[src/rtl/cnn_layer_sequencer_pkg.sv]
// Shared definitions for the CNN layer sequencer: FSM states, table-entry and
// config-word field positions, and the per-layer address step helper.
package cnn_layer_sequencer_pkg;

    typedef enum logic [2:0] {
        ST_IDLE  = 3'd0,
        ST_CFG   = 3'd1,
        ST_START = 3'd2,
        ST_WAIT  = 3'd3,
        ST_NEXT  = 3'd4,
        ST_DONE  = 3'd5
    } seq_state_e;

    localparam int ENTRY_W        = 9;
    localparam int ENTRY_CONV_BIT = 0;
    localparam int ENTRY_BIAS_LSB = 1;
    localparam int ENTRY_ACT_LSB  = 6;

    localparam int CFG_FIRST_BIT   = 0;
    localparam int CFG_LAST_LO_BIT = 1;
    localparam int CFG_CONV_BIT    = 2;
    localparam int CFG_LAST_HI_BIT = 3;
    localparam int CFG_INDEX_LSB   = 4;
    localparam int CFG_BIAS_LSB    = 8;
    localparam int CFG_ACT_LSB     = 13;

    // Weight words consumed by one 3x3 layer across all parallel kernels.
    function automatic int weight_step_3x3(int ti, int kernels, int words);
        return ti * kernels * 9 / words;
    endfunction

    function automatic logic [31:0] pack_config(logic [ENTRY_W-1:0] entry, logic [3:0] index,
                                                logic is_first, logic is_last);
        logic [31:0] cfg;
        cfg                       = '0;
        cfg[CFG_FIRST_BIT]        = is_first;
        cfg[CFG_LAST_LO_BIT]      = is_last;
        cfg[CFG_CONV_BIT]         = entry[ENTRY_CONV_BIT];
        cfg[CFG_LAST_HI_BIT]      = is_last;
        cfg[CFG_INDEX_LSB +: 4]   = index;
        cfg[CFG_BIAS_LSB +: 5]    = entry[ENTRY_BIAS_LSB +: 5];
        cfg[CFG_ACT_LSB +: 3]     = entry[ENTRY_ACT_LSB +: 3];
        return cfg;
    endfunction

endpackage

[src/rtl/cnn_layer_sequencer_table.sv]
// Layer table: DEPTH x 9-bit register file, one write port, one
// combinational read port, cleared on reset.
module cnn_layer_table
    import cnn_layer_sequencer_pkg::*;
#(
    parameter int DEPTH = 8
)(
    input  logic               HCLK,
    input  logic               HRESETn,
    input  logic               we,
    input  logic [3:0]         wr_idx,
    input  logic [ENTRY_W-1:0] wr_data,
    input  logic [3:0]         rd_idx,
    output logic [ENTRY_W-1:0] rd_data
);

    logic [ENTRY_W-1:0] mem [DEPTH];

    always_ff @(posedge HCLK or negedge HRESETn) begin
        if (!HRESETn) begin
            for (int i = 0; i < DEPTH; i++) mem[i] <= '0;
        end else if (we) begin
            for (int i = 0; i < DEPTH; i++) begin
                if (wr_idx == 4'(i)) mem[i] <= wr_data;
            end
        end
    end

    always_comb begin
        rd_data = '0;
        for (int i = 0; i < DEPTH; i++) begin
            if (rd_idx == 4'(i)) rd_data = mem[i];
        end
    end

endmodule

[src/rtl/cnn_layer_sequencer.sv]
// Walks the layer table, issuing one config/base-address/start handshake per
// layer to the accelerator and pulsing net_done after the last one.
module cnn_layer_sequencer
    import cnn_layer_sequencer_pkg::*;
#(
    parameter int TI         = 16,
    parameter int TO         = 16,
    parameter int N          = 16,
    parameter int MAX_LAYERS = 8
)(
    input  logic        HCLK,
    input  logic        HRESETn,
    input  logic        i_cfg_we,
    input  logic [2:0]  i_cfg_idx,
    input  logic [8:0]  i_cfg_data,
    input  logic [3:0]  i_num_layers,
    input  logic [19:0] i_base_weight0,
    input  logic [11:0] i_base_param0,
    input  logic        i_run,
    input  logic        i_abort,
    input  logic        i_layer_done,
    output logic [31:0] o_layer_config,
    output logic [31:0] o_base_addr,
    output logic        o_layer_start,
    output logic [3:0]  o_layer_index,
    output logic        o_busy,
    output logic        o_net_done
);

    localparam logic [19:0] W_STEP_3X3 = 20'(weight_step_3x3(TI, TO, N));
    localparam logic [19:0] W_STEP_1X1 = 20'(TO);
    localparam logic [11:0] P_STEP     = 12'(TO);

    seq_state_e         state, state_next;
    logic [3:0]         layer_count, layer_idx, idx_inc, run_count;
    logic [19:0]        weight_base;
    logic [11:0]        param_base;
    logic               done_q, done_rise;
    logic               is_first, is_last;
    logic [ENTRY_W-1:0] entry;

    cnn_layer_table #(.DEPTH(MAX_LAYERS)) u_table (
        .HCLK    (HCLK),
        .HRESETn (HRESETn),
        .we      (i_cfg_we && (state == ST_IDLE)),
        .wr_idx  ({1'b0, i_cfg_idx}),
        .wr_data (i_cfg_data),
        .rd_idx  (layer_idx),
        .rd_data (entry)
    );

    assign run_count = (int'(i_num_layers) > MAX_LAYERS) ? 4'(MAX_LAYERS) : i_num_layers;
    assign idx_inc   = layer_idx + 4'd1;
    assign done_rise = i_layer_done && !done_q;
    assign is_first  = (layer_idx == 4'd0);
    assign is_last   = (layer_idx == layer_count - 4'd1);

    always_ff @(posedge HCLK or negedge HRESETn) begin
        if (!HRESETn) state <= ST_IDLE;
        else          state <= state_next;
    end

    always_comb begin
        state_next = state;
        if (i_abort) begin
            state_next = ST_IDLE;
        end else begin
            case (state)
                ST_IDLE:  if (i_run) state_next = (run_count == 4'd0) ? ST_DONE : ST_CFG;
                ST_CFG:   state_next = ST_START;
                ST_START: state_next = ST_WAIT;
                ST_WAIT:  if (done_rise) state_next = ST_NEXT;
                ST_NEXT:  state_next = (idx_inc < layer_count) ? ST_CFG : ST_DONE;
                ST_DONE:  state_next = ST_IDLE;
                default:  state_next = ST_IDLE;
            endcase
        end
    end

    // Pulses are derived from the next state so every output stays registered;
    // an abort steers state_next to IDLE and therefore suppresses them.
    always_ff @(posedge HCLK or negedge HRESETn) begin
        if (!HRESETn) begin
            done_q         <= 1'b0;
            o_busy         <= 1'b0;
            o_layer_start  <= 1'b0;
            o_net_done     <= 1'b0;
            o_layer_config <= '0;
            o_base_addr    <= '0;
            o_layer_index  <= '0;
            layer_count    <= '0;
            layer_idx      <= '0;
            weight_base    <= '0;
            param_base     <= '0;
        end else begin
            done_q        <= i_layer_done;
            o_busy        <= (state_next != ST_IDLE);
            o_layer_start <= (state_next == ST_START);
            o_net_done    <= (state == ST_DONE) && !i_abort;
            if (!i_abort) begin
                case (state)
                    ST_IDLE: if (i_run) begin
                        layer_count <= run_count;
                        layer_idx   <= '0;
                        weight_base <= i_base_weight0;
                        param_base  <= i_base_param0;
                    end
                    ST_CFG: begin
                        o_layer_config <= pack_config(entry, layer_idx, is_first, is_last);
                        o_base_addr    <= {param_base, weight_base};
                        o_layer_index  <= layer_idx;
                    end
                    ST_NEXT: begin
                        weight_base <= weight_base + (entry[ENTRY_CONV_BIT] ? W_STEP_3X3 : W_STEP_1X1);
                        param_base  <= param_base + P_STEP;
                        layer_idx   <= idx_inc;
                    end
                    default: ;
                endcase
            end
        end
    end

endmodule
[config.mk]
export PLATFORM = sky130hd
export DESIGN_NAME = cnn_layer_sequencer
export DESIGN_NICKNAME = d
export VERILOG_FILES = /design/src/rtl/cnn_layer_sequencer_pkg.sv /design/src/rtl/cnn_layer_sequencer_table.sv /design/src/rtl/cnn_layer_sequencer.sv
export SDC_FILE = /design/constraint.sdc
export NUM_CORES = 1
export LEC_CHECK = 0
export CORE_UTILIZATION = 45
export CTS_CLUSTER_DIAMETER = 30
export DETAILED_ROUTE_END_ITERATION = 10
export PLACE_DENSITY = 0.77
export SYNTH_ARGS = -nofsm -noshare
export SYNTH_HDL_FRONTEND = slang
export SYNTH_SLANG_ARGS = --single-unit
[constraint.sdc]
create_clock -name HCLK -period 4.1 [get_ports HCLK]
set_clock_uncertainty 0.2 [all_clocks]
set_input_delay 0.41 -clock HCLK [delete_from_list [all_inputs] [get_ports HCLK]]
set_output_delay 0.41 -clock HCLK [all_outputs]
set_load 0.05 [all_outputs]
## Yosys cells after proc, flatten, opt, wreduce, memory -nomap -nowiden

Index checks and enable logic that the tools add are counted.

- Add/sub/neg operators: 4
- Order comparisons: 2
- Equality and inequality tests: 22
- Mux-type cells: 22
- Bitwise operators: 1
- Reductions and logical operators: 22

Operator list:

| cell | number |
|---|---|
| $mux 9 | 8 |
| $pmux 20 s2 | 1 |
| $pmux 12 s2 | 1 |
| $add 20x8->20 | 1 |
| $mux 20 | 1 |
| $eq 3x3->1 const B | 6 |
| $reduce_and 2->1 | 9 |
| $eq 4x3->1 const B | 4 |
| $eq 3x2->1 const B | 5 |
| $mux 3 | 5 |
| $pmux 3 s5 | 1 |
| $add 12x5->12 const B | 1 |
| $logic_not 4->1 | 3 |
| $mux 12 | 1 |
| $eq 4x2->1 const B | 2 |
| $mux 4 | 2 |
| $mux 8 | 1 |
| $pmux 4 s2 | 1 |
| $eq 3x1->1 const B | 2 |
| $reduce_and 3->1 | 2 |
| $add 4x1->4 const B | 1 |
| $eq 4x1->1 const B | 1 |
| $eq 4x4->1 | 1 |
| $gt 4x4->1 const B | 1 |
| 9 further kinds | 12 |

- Flip-flop bits (word level): 171
- Bits of input ports: 54
- Output and inout bits: 71

## Logic depth before layout (Yosys ltp)

Gate-level depths: netlist of run 1.

- Depth after elaboration: 12
- Gate-level depth with buffers: 13
- Depth with buffers taken out: 11

## Modules after synthesis

A second synthesis of run 1 with hierarchy kept.

- Cells, all modules: 703
- Area, all modules: 8104.0 µm²

Modules (own cells, without submodules):

| module | times used | cells an instance | area an instance (µm²) | sequential area each (µm²) |
|---|---|---|---|---|
| cnn_layer_sequencer | 1 | 403 | 4550.6 | 2352.3 |
| cnn_layer_table | 1 | 300 | 3553.4 | 1801.7 |

## Worst setup path after synthesis of run 1

No wires, ideal clock.

- Path type: register to register
- Start: register layer_idx[0]
- End: register weight_base[19]
- Data arrival time: 2791 ps
- Required time: 3813 ps
- Setup slack: 1022 ps
- Cell stages (with the launch flop): 14
- Path buffers: 2
- Path through: dfrtp_1 inv_1 ha_1 clkbuf_1 clkbuf_1 nand2_1 o21ai_0 nand2_1 o21ai_0 ha_1 a41o_1 nand4_1 or3_1 a22oi_1

- Cells in the longest elaborated chain, start to end: 12
- Elaborated cells on any way between the ends: 19
- Classes of those cells: add/sub: 1; eq/ne: 7; mux: 10; reduce/logical: 1

RTL lines:

| element | line | text |
|---|---|---|
| start, declared | cnn_layer_sequencer.sv:35 | `logic [3:0] layer_count, layer_idx, idx_inc, run_count;` |
| start signal, assigned | cnn_layer_sequencer.sv:116 | `layer_idx <= idx_inc;` |
| $logic_not 4->1 | cnn_layer_sequencer_table.sv:32 | `if (rd_idx == 4'(i)) rd_data = mem[i];` |
| $mux 9 (7 in series) | cnn_layer_sequencer_table.sv:32 |  |
| $mux 9 (*) | cnn_layer_sequencer_table.sv:32 |  |
| named net entry[0] | cnn_layer_sequencer.sv:40 | `logic [ENTRY_W-1:0] entry;` |
| $mux 8 (*) | cnn_layer_sequencer.sv:114 | `weight_base <= weight_base + (entry[ENTRY_CONV_BIT] ? W_STEP_3X3 : W_STEP_1X1);` |
| $add 20x8->20 (*) | cnn_layer_sequencer.sv:114 |  |
| $pmux 20 s2 (*) | cnn_layer_sequencer.sv:101 | `case (state)` |
| end signal, assigned | cnn_layer_sequencer.sv:105 | `weight_base <= i_base_weight0;` |
| end signal, assigned | cnn_layer_sequencer.sv:114 |  |
| end, declared | cnn_layer_sequencer.sv:36 | `logic [19:0] weight_base;` |

The timed path passes the listed nets; every way through them passes the cells marked *.
A chain may end at the register's enable or synchronous reset.

## Worst setup path in the final report of run 1

Same ends and word-level chain as after synthesis.

==> key figures, run 1 <==
Clock network
  – H-tree depth: 4
  – Post-CTS Setup Inserts: 0
  – TritonCTS clock tree: done
  – Post-cts resize count: 0
  – CTS sink cnt: 166
  – CTS max path bufs: 2
  – Reg clk slew, reported paths: approximately 0.060 ns
  – CTS Hold Buffers Added: 1
  – CTS buffer count: 17
  – Worst skew pair latency: 0.43 ns
  – Root buffer cell: clkbuf_16

Worst setup path
  – Setup CP Type: register to register
  – Endpoint type of the worst setup path: register
  – Startpoint types: register
  – CP Launch Point: layer_idx[0]$_DFFE_PN0P_
  – Maximum net fanout on the critical path: 12
  – Worst Setup EP: weight_base[19]$_DFFE_PN0P_
  – FF-to-FF path depth: 12
  – CP Data Required Time: about 4.3 ns
  – Worst r2r src: layer_idx[0]$_DFFE_PN0P_
  – R2R Setup Slk: between 0.6 and 0.7 ns
  – WP data arrival: ~3.6 ns
  – Reg-to-Reg End: weight_base[19]$_DFFE_PN0P_

Timing
  – Setup_tns: 0 ns
  – Slew @ Worst Pin: 0.947 ns
  – Final period util: between 80% and 90%
  – Post-layout min period: 3.47 ns
  – RSZ-0062 raised after global routing: false
  – Max-slew violations: 0
  – Rel. slew slack: a little under two fifths
  – Highest clock rate: about 290 MHz
  – Setup violations, final: 0
  – Hold_ws: about 0.24 ns
  – Final hold violations: 0

Global route
  – GRT met1 Usage: 31.7%
  – Met3 Use GR: 5.20%
  – Antenna violations before repair: 0
  – Largest net degree at the start of global routing: 95
  – GR peak layer: met2
  – First-pass GRT wire length: around 32000 um
  – Total GRT Usage: a little under a quarter
  – GR Overflow Total: 0
  – Vias in the first global route: 6143
  – GRT met2 Usage: between 30% and 40%

Yosys
  – Ys Warns: 0
  – Post-Synthesis Cells: about 800
  – Synthesized area per cell: between 10 and 15 um^2
  – Synthesized flop and latch total: approximately 170
  – Main synth FF type: dfrtp_1
  – Count of cell types in the netlist: 60
  – Post-Synthesis Cell Area: 7990 um^2
  – Post-synth EDFFs: 0
  – Sequential area share after synthesis: approximately 52%
  – Share of synthesized flip-flops with an asynchronous set or reset: 100%

Pwr
  – Clk pwr share: 28.2%
  – NetSw: ~0.0021 W
  – Worst VDD drop: roughly 380 uV
  – Leak pwr: about 4.3 nW
  – Flop pwr share: about 41%
  – Sw frac: 35.3%
  – Internal power: slightly below 0.004 W
  – PwrDens: roughly 610 nW/um^2
  – Combinational Power Share: 31.1%

Cells and area
  – Synth-to-Final Area Change: 22.4%
  – N_diodes: 0
  – Flip-flop and latch area: between 4000 and 5000 um^2
  – Number of fill cells in the layout: 1522
  – NumNets Final: ~950
  – Layout cell share with drive strength beyond 1: 14.7%
  – Post-route cell area: ~10000 um^2
  – Area of the multi-input gates: 3460 um^2

Floorplanning
  – I/O pins: about 130
  – Full die area: approximately 18000 um^2
  – # rows: 48
  – Initial Util: between 40% and 50%
  – Die width: between 100 and 150 um
  – Die height: approximately 140 um
  – Core area: between 15000 and 20000 um^2

Detailed routing
  – Antenna viol nets, final: 0
  – Drt drc: 0
  – Vias per cell: between 5 and 6
  – DR iter-0 viols: between 500 and 600
  – Detailed-route via count: approximately 6300
  – Routed WL per cell: between 15 and 20 um
  – Final wirelength: around 20000 um
  – First-pass DRT Iterations: 5

Place
  – GPL Wtd Cong: a little under 0.8
  – Placed Area: 9160 um^2
  – IO buf count: 108
  – Placed wire-length estimate: 13200 um

Min path
  – Hold Path Class: input port to register
  – Hold Crit Start: i_layer_done

Outcome
  – Outcome: finished clean

Flow run
  – Max-cap violations: 0
metal layers:
metal	routed length [um]	up-vias	part of all wire, %
met5	0	-	0
met4	339	0	1.7
met3	1140	27	5.8
met2	9360	235	48
met1	8820	3129	45
li1	-	2929	-
cells by family (layout without fill, tap and decap cells):
family                     after synthesis  in the layout  synth area share [%]
buffers and inverters                   91            171                  5.56
muxes                                   73             73                  10.3
xor gates and xnor gates                 8              8                 0.877
other                                    1             16                0.0469
and+or+nand+nor                        278            278                  15.9
DFF                                    166            166                  52.0
AOI/OAI and AO/OA                      168            168                  13.5
adders and majority gates               12             12                  1.88
state kept, by name, indices dropped and copies added (netlist names):
name            cells
layer_count         4
state               3
weight_base        20
o_layer_start       1
o_net_done          1
o_layer_index       3
o_layer_config     12
o_busy              1
o_base_addr        32
u_table.mem        72
layer_idx           4
param_base         12
done_q              1
synth_stat cells (2+ instances only):
master / count / area share (%)
nand2_1: 177 / 8.3
or3_1: 2 / 0.16
xnor2_1: 5 / 0.55
o31a_1: 2 / 0.22
clkbuf_1: 39 / 1.8
nor3b_1: 2 / 0.19
a22oi_1: 2 / 0.19
a21oi_1: 38 / 2.4
a31oi_1: 3 / 0.23
o22a_1: 2 / 0.22
nand3_1: 17 / 1.1
and2_1: 5 / 0.39
nor2b_1: 5 / 0.39
nand2b_1: 5 / 0.39
nor3_1: 7 / 0.44
and3_1: 5 / 0.39
a221oi_1: 16 / 1.8
nor3b_2: 2 / 0.31
buf_2: 7 / 0.44
o21ai_0: 47 / 2.9
nor2_1: 27 / 1.3
nand3b_1: 2 / 0.19
ha_1: 12 / 1.9
o22ai_1: 18 / 1.4
mux2_2: 73 / 10
o211ai_1: 17 / 1.6
buf_4: 23 / 2.2
nand4_1: 5 / 0.39
inv_1: 17 / 0.80
a211oi_1: 3 / 0.28
xor2_1: 3 / 0.33
and4_1: 4 / 0.44
dfrtp_1: 166 / 52
buf_1: 3 / 0.14
a2bb2oi_1: 11 / 1.2
power groups by stage:
stage / clock, W / sequential (W) / combinational (W)
after floorplan: 0 / 0.00293 / 0.000739
after global placement: 0 / 0.00244 / 0.00182
after detailed placement: 0 / 0.00245 / 0.00186
after CTS: 0.00170 / 0.00243 / 0.00187
after global routing: 0.00178 / 0.00249 / 0.00200
final: 0.00168 / 0.00243 / 0.00185
how the worst min path moves through the flow:
stage / endpoint / slack (ns) / cells past startpoint
3_5_place_dp: param_base[3]$_DFFE_PN0P_ / 0.26 / 2
4_1_cts: done_q$_DFF_PN0_ / 0.23 / 1
3_3_place_gp: o_layer_config[0]$_DFFE_PN0P_ / 0.25 / 2
2_1_floorplan: done_q$_DFF_PN0_ / -0.09 / 0
5_1_grt: done_q$_DFF_PN0_ / 0.23 / 1
6_report: done_q$_DFF_PN0_ / 0.24 / 1
stage by stage:
step	total power [W]	util, %	std cells	setup slack (ns)
detailed placement	0.00431	52.9	1085	0.687
global route	0.00627	56.6	1117	0.435
finish	0.00597	56.6	1117	0.627
floorplan	0.00367	-	812	1.02
CTS	0.00600	56.6	1117	0.647
global placement	0.00426	52.9	1085	0.791
cells in the final DEF (no fill, tap or decap), types with 16 or more instances in the layout:
master           synthesis  final
a221oi_1                16     16
inv_1                   17     17
mux2_2                  73     73
o211ai_1                17     17
clkdlybuf4s50_1          0    107
dfrtp_1                166    166
nand2_1                177    177
o22ai_1                 18     18
o21ai_0                 47     47
nand3_1                 17     17
nor2_1                  27     27
a21oi_1                 38     38
clkbuf_16                0     17
conb_1                   1     16
cell type report:
cell class | count | area share, %
Clock buffer | 19 | 4.53
Clock inverter | 12 | 1.82
Inverter | 18 | 0.690
Multi-Input combinational cell | 555 | 35.4
Sequential cell | 166 | 42.4
Tap cell | 225 | 2.88
Timing Repair Buffer | 122 | 12.3
worst max-delay path: stages (launching register included):
cell,delay (ns)
dfrtp_1,0.41
inv_1,0.12
ha_1,0.38
buf_4,0.25
a21oi_1,0.10
o21ai_0,0.10
a21oi_1,0.19
o21ai_0,0.15
ha_1,0.36
a41o_1,0.27
nand4_1,0.25
or3_1,0.42
a22oi_1,0.18
Power figures use the tool's default switching activity.
==> run 2, diff against run 1 <==
==> constraint.sdc (replaced) <==
create_clock -name HCLK -period 3.61 [get_ports HCLK]
set_clock_uncertainty 0.2 [all_clocks]
set_input_delay 0.361 -clock HCLK [delete_from_list [all_inputs] [get_ports HCLK]]
set_output_delay 0.361 -clock HCLK [all_outputs]
set_load 0.05 [all_outputs]
==> run 2 against run 1 <==
- sequential power increased by 14%
- fmax increased by 8.0%
- sequential cell count is the same
- first-iteration DRC count shrank 4.2%
- final cell count grew 0.63%
- non-clock buffer count grew 7
- cell area about the same
- combinational power up 15%
- sequential share of layout area about the same
- via count is the same
- utilization is essentially flat
==> key figures, run 2 (synthesis gave the netlist of run 1 again) <==
Timing
  – Rel. slew slack: around 37%
  – RSZ-0062 raised after global routing: false
  – Highest clock rate: 311 MHz
  – Setup violations, final: 0
  – Final period util: around nine tenths
  – Final hold violations: 0
  – Post-layout min period: about 3.2 ns
  – Setup_tns: 0 ns
  – Slew @ Worst Pin: between 0.9 and 1 ns
  – Max-slew violations: 0

Floorplanning
  – Core area: between 15000 and 20000 um^2
  – Die height: between 100 and 150 um
  – Die width: about 140 um
  – Initial Util: 46.2%
  – Full die area: between 15000 and 20000 um^2
  – I/O pins: ~130
  – # rows: between 40 and 50

Detailed routing
  – DR iter-0 viols: around 570
  – Detailed-route via count: 6320
  – Vias per cell: roughly 5.6
  – Routed WL per cell: 17.7 um
  – Antenna viol nets, final: 0
  – Drt drc: 0
  – First-pass DRT Iterations: 6
  – Final wirelength: 19900 um

Cells and area
  – Largest register by flop count: u_table.mem
  – Biggest regs: u_table.mem (72), o_base_addr (32), weight_base (20)
  – Layout cell share with drive strength beyond 1: 15.1%
  – Synth-to-Final Area Change: 22.4%
  – Fin cells: 1124
  – Max reg flops: a little over 70
  – Most common cell after layout, fill and taps aside: nand2_1
  – NumNets Final: 953
  – Post-route cell area: slightly below 10000 um^2
  – Most frequent cells in the layout: nand2_1, dfrtp_1, clkdlybuf4s50_1, mux2_2, o21ai_0
  – N_diodes: 0

Place
  – GPL Wtd Cong: slightly above 0.8
  – IO buf count: around 110
  – Placed wire-length estimate: between 10000 and 15000 um
  – Cell count after placement: between 1000 and 1500
  – Placed Area: 9210 um^2

Clock network
  – H-tree depth: 4
  – Worst skew pair latency: 0.43 ns
  – CTS buffer count: 17
  – TritonCTS clock tree: done
  – Reg clk slew, reported paths: roughly 0.06 ns
  – CTS max path bufs: 2
  – Root buffer cell: clkbuf_16
  – CTS sink cnt: around 170
  – Post-CTS Setup Inserts: 0

Global route
  – GR Overflow Total: 0
  – Antenna violations before repair: 0
  – Vias in the first global route: approximately 6100
  – First-pass GRT wire length: about 32000 um
  – Largest net degree at the start of global routing: roughly 80
  – Total GRT Usage: a little under a quarter

Worst setup path
  – WP data arrival: 3.36 ns
  – Maximum net fanout on the critical path: 21
  – Endpoint type of the worst setup path: register
  – Setup CP Type: register to register
  – CP Data Required Time: 3.76 ns
  – Startpoint types: register

Pwr
  – Worst VDD drop: roughly 420 uV
  – PwrDens: 678 nW/um^2
  – Total power: ~0.0066 W
  – Leak pwr: ~4.3 nW

Outcome
  – Outcome: finished clean

Flow run
  – Max-cap violations: 0

Min path
  – Hold Path Class: input port to register
run 2: cell count changes in the layout (fill, tap and decap cells not counted), moves of 2 or more:
cell	before	now
bufinv_16	4	2
clkinvlp_4	1	3
clkbuf_1	1	3
buf_4	12	19
clkinv_4	3	0
run 2: final timing paths:
check	from	endpoint	slack [ns]	cells past startpoint
min in group asynchronous	HRESETn	u_table.mem[48]$_DFFE_PN0P_	0.35	2
worst max-delay path	layer_idx[0]$_DFFE_PN0P_	weight_base[19]$_DFFE_PN0P_	0.39	10
worst max register to register	layer_idx[0]$_DFFE_PN0P_	weight_base[19]$_DFFE_PN0P_	0.39	10
worst min register to register	o_layer_config[0]$_DFFE_PN0P_	o_layer_config[0]$_DFFE_PN0P_	0.27	2
worst min-delay path	i_layer_done	done_q$_DFF_PN0_	0.19	1
max in group asynchronous	HRESETn	u_table.mem[13]$_DFFE_PN0P_	2.02	3
run 2: through the flow:
stage / worst slack, ns / util, % / hold WS, ns
floorplan: 0.532 / - / -0.135
global placement: 0.530 / 53.2 / 0.247
detailed placement: 0.404 / 53.2 / 0.251
CTS: 0.407 / 56.6 / 0.178
global route: 0.152 / 56.6 / 0.184
finish: 0.393 / 56.6 / 0.189
run 2: what timing repair did:
item                      in CTS  in global routing
gates resized for setup        0                  0
hold buffers                   1                  0
hold endpoints to repair      76                  0
run 2: routing by layer:
metal,vias up,track usage (%),wire length [um]
li1,2940,-,-
met1,3112,31.8,8990
met2,228,36.0,9250
met3,40,3.89,1090
met4,0,9.80,543
met5,-,0,0
run 2: worst max-delay path: stages (launching register included):
cell	delay [ns]
dfrtp_1	0.43
ha_1	0.33
buf_4	0.31
o21ai_0	0.17
nand2_1	0.09
o21ai_0	0.11
ha_1	0.35
a41o_1	0.28
nand4_1	0.25
or3_1	0.43
a22oi_1	0.17
run 2: final cells by class:
type                       instances  area (um^2)
tap                              225          282
multi-input combinational        555         3460
clock inverter                     9          103
clock buffer                      22          464
sequential                       166         4150
fill                            1494         7510
timing repair buffer             129         1250
inverter                          18         67.6
run 2: power breakdown:
part | switching, W | internal [W] | total (W)
Combinational | 0.00128 | 0.000835 | 0.00212
Sequential | 0.000377 | 0.00239 | 0.00276
Clock | 0.000709 | 0.00104 | 0.00175
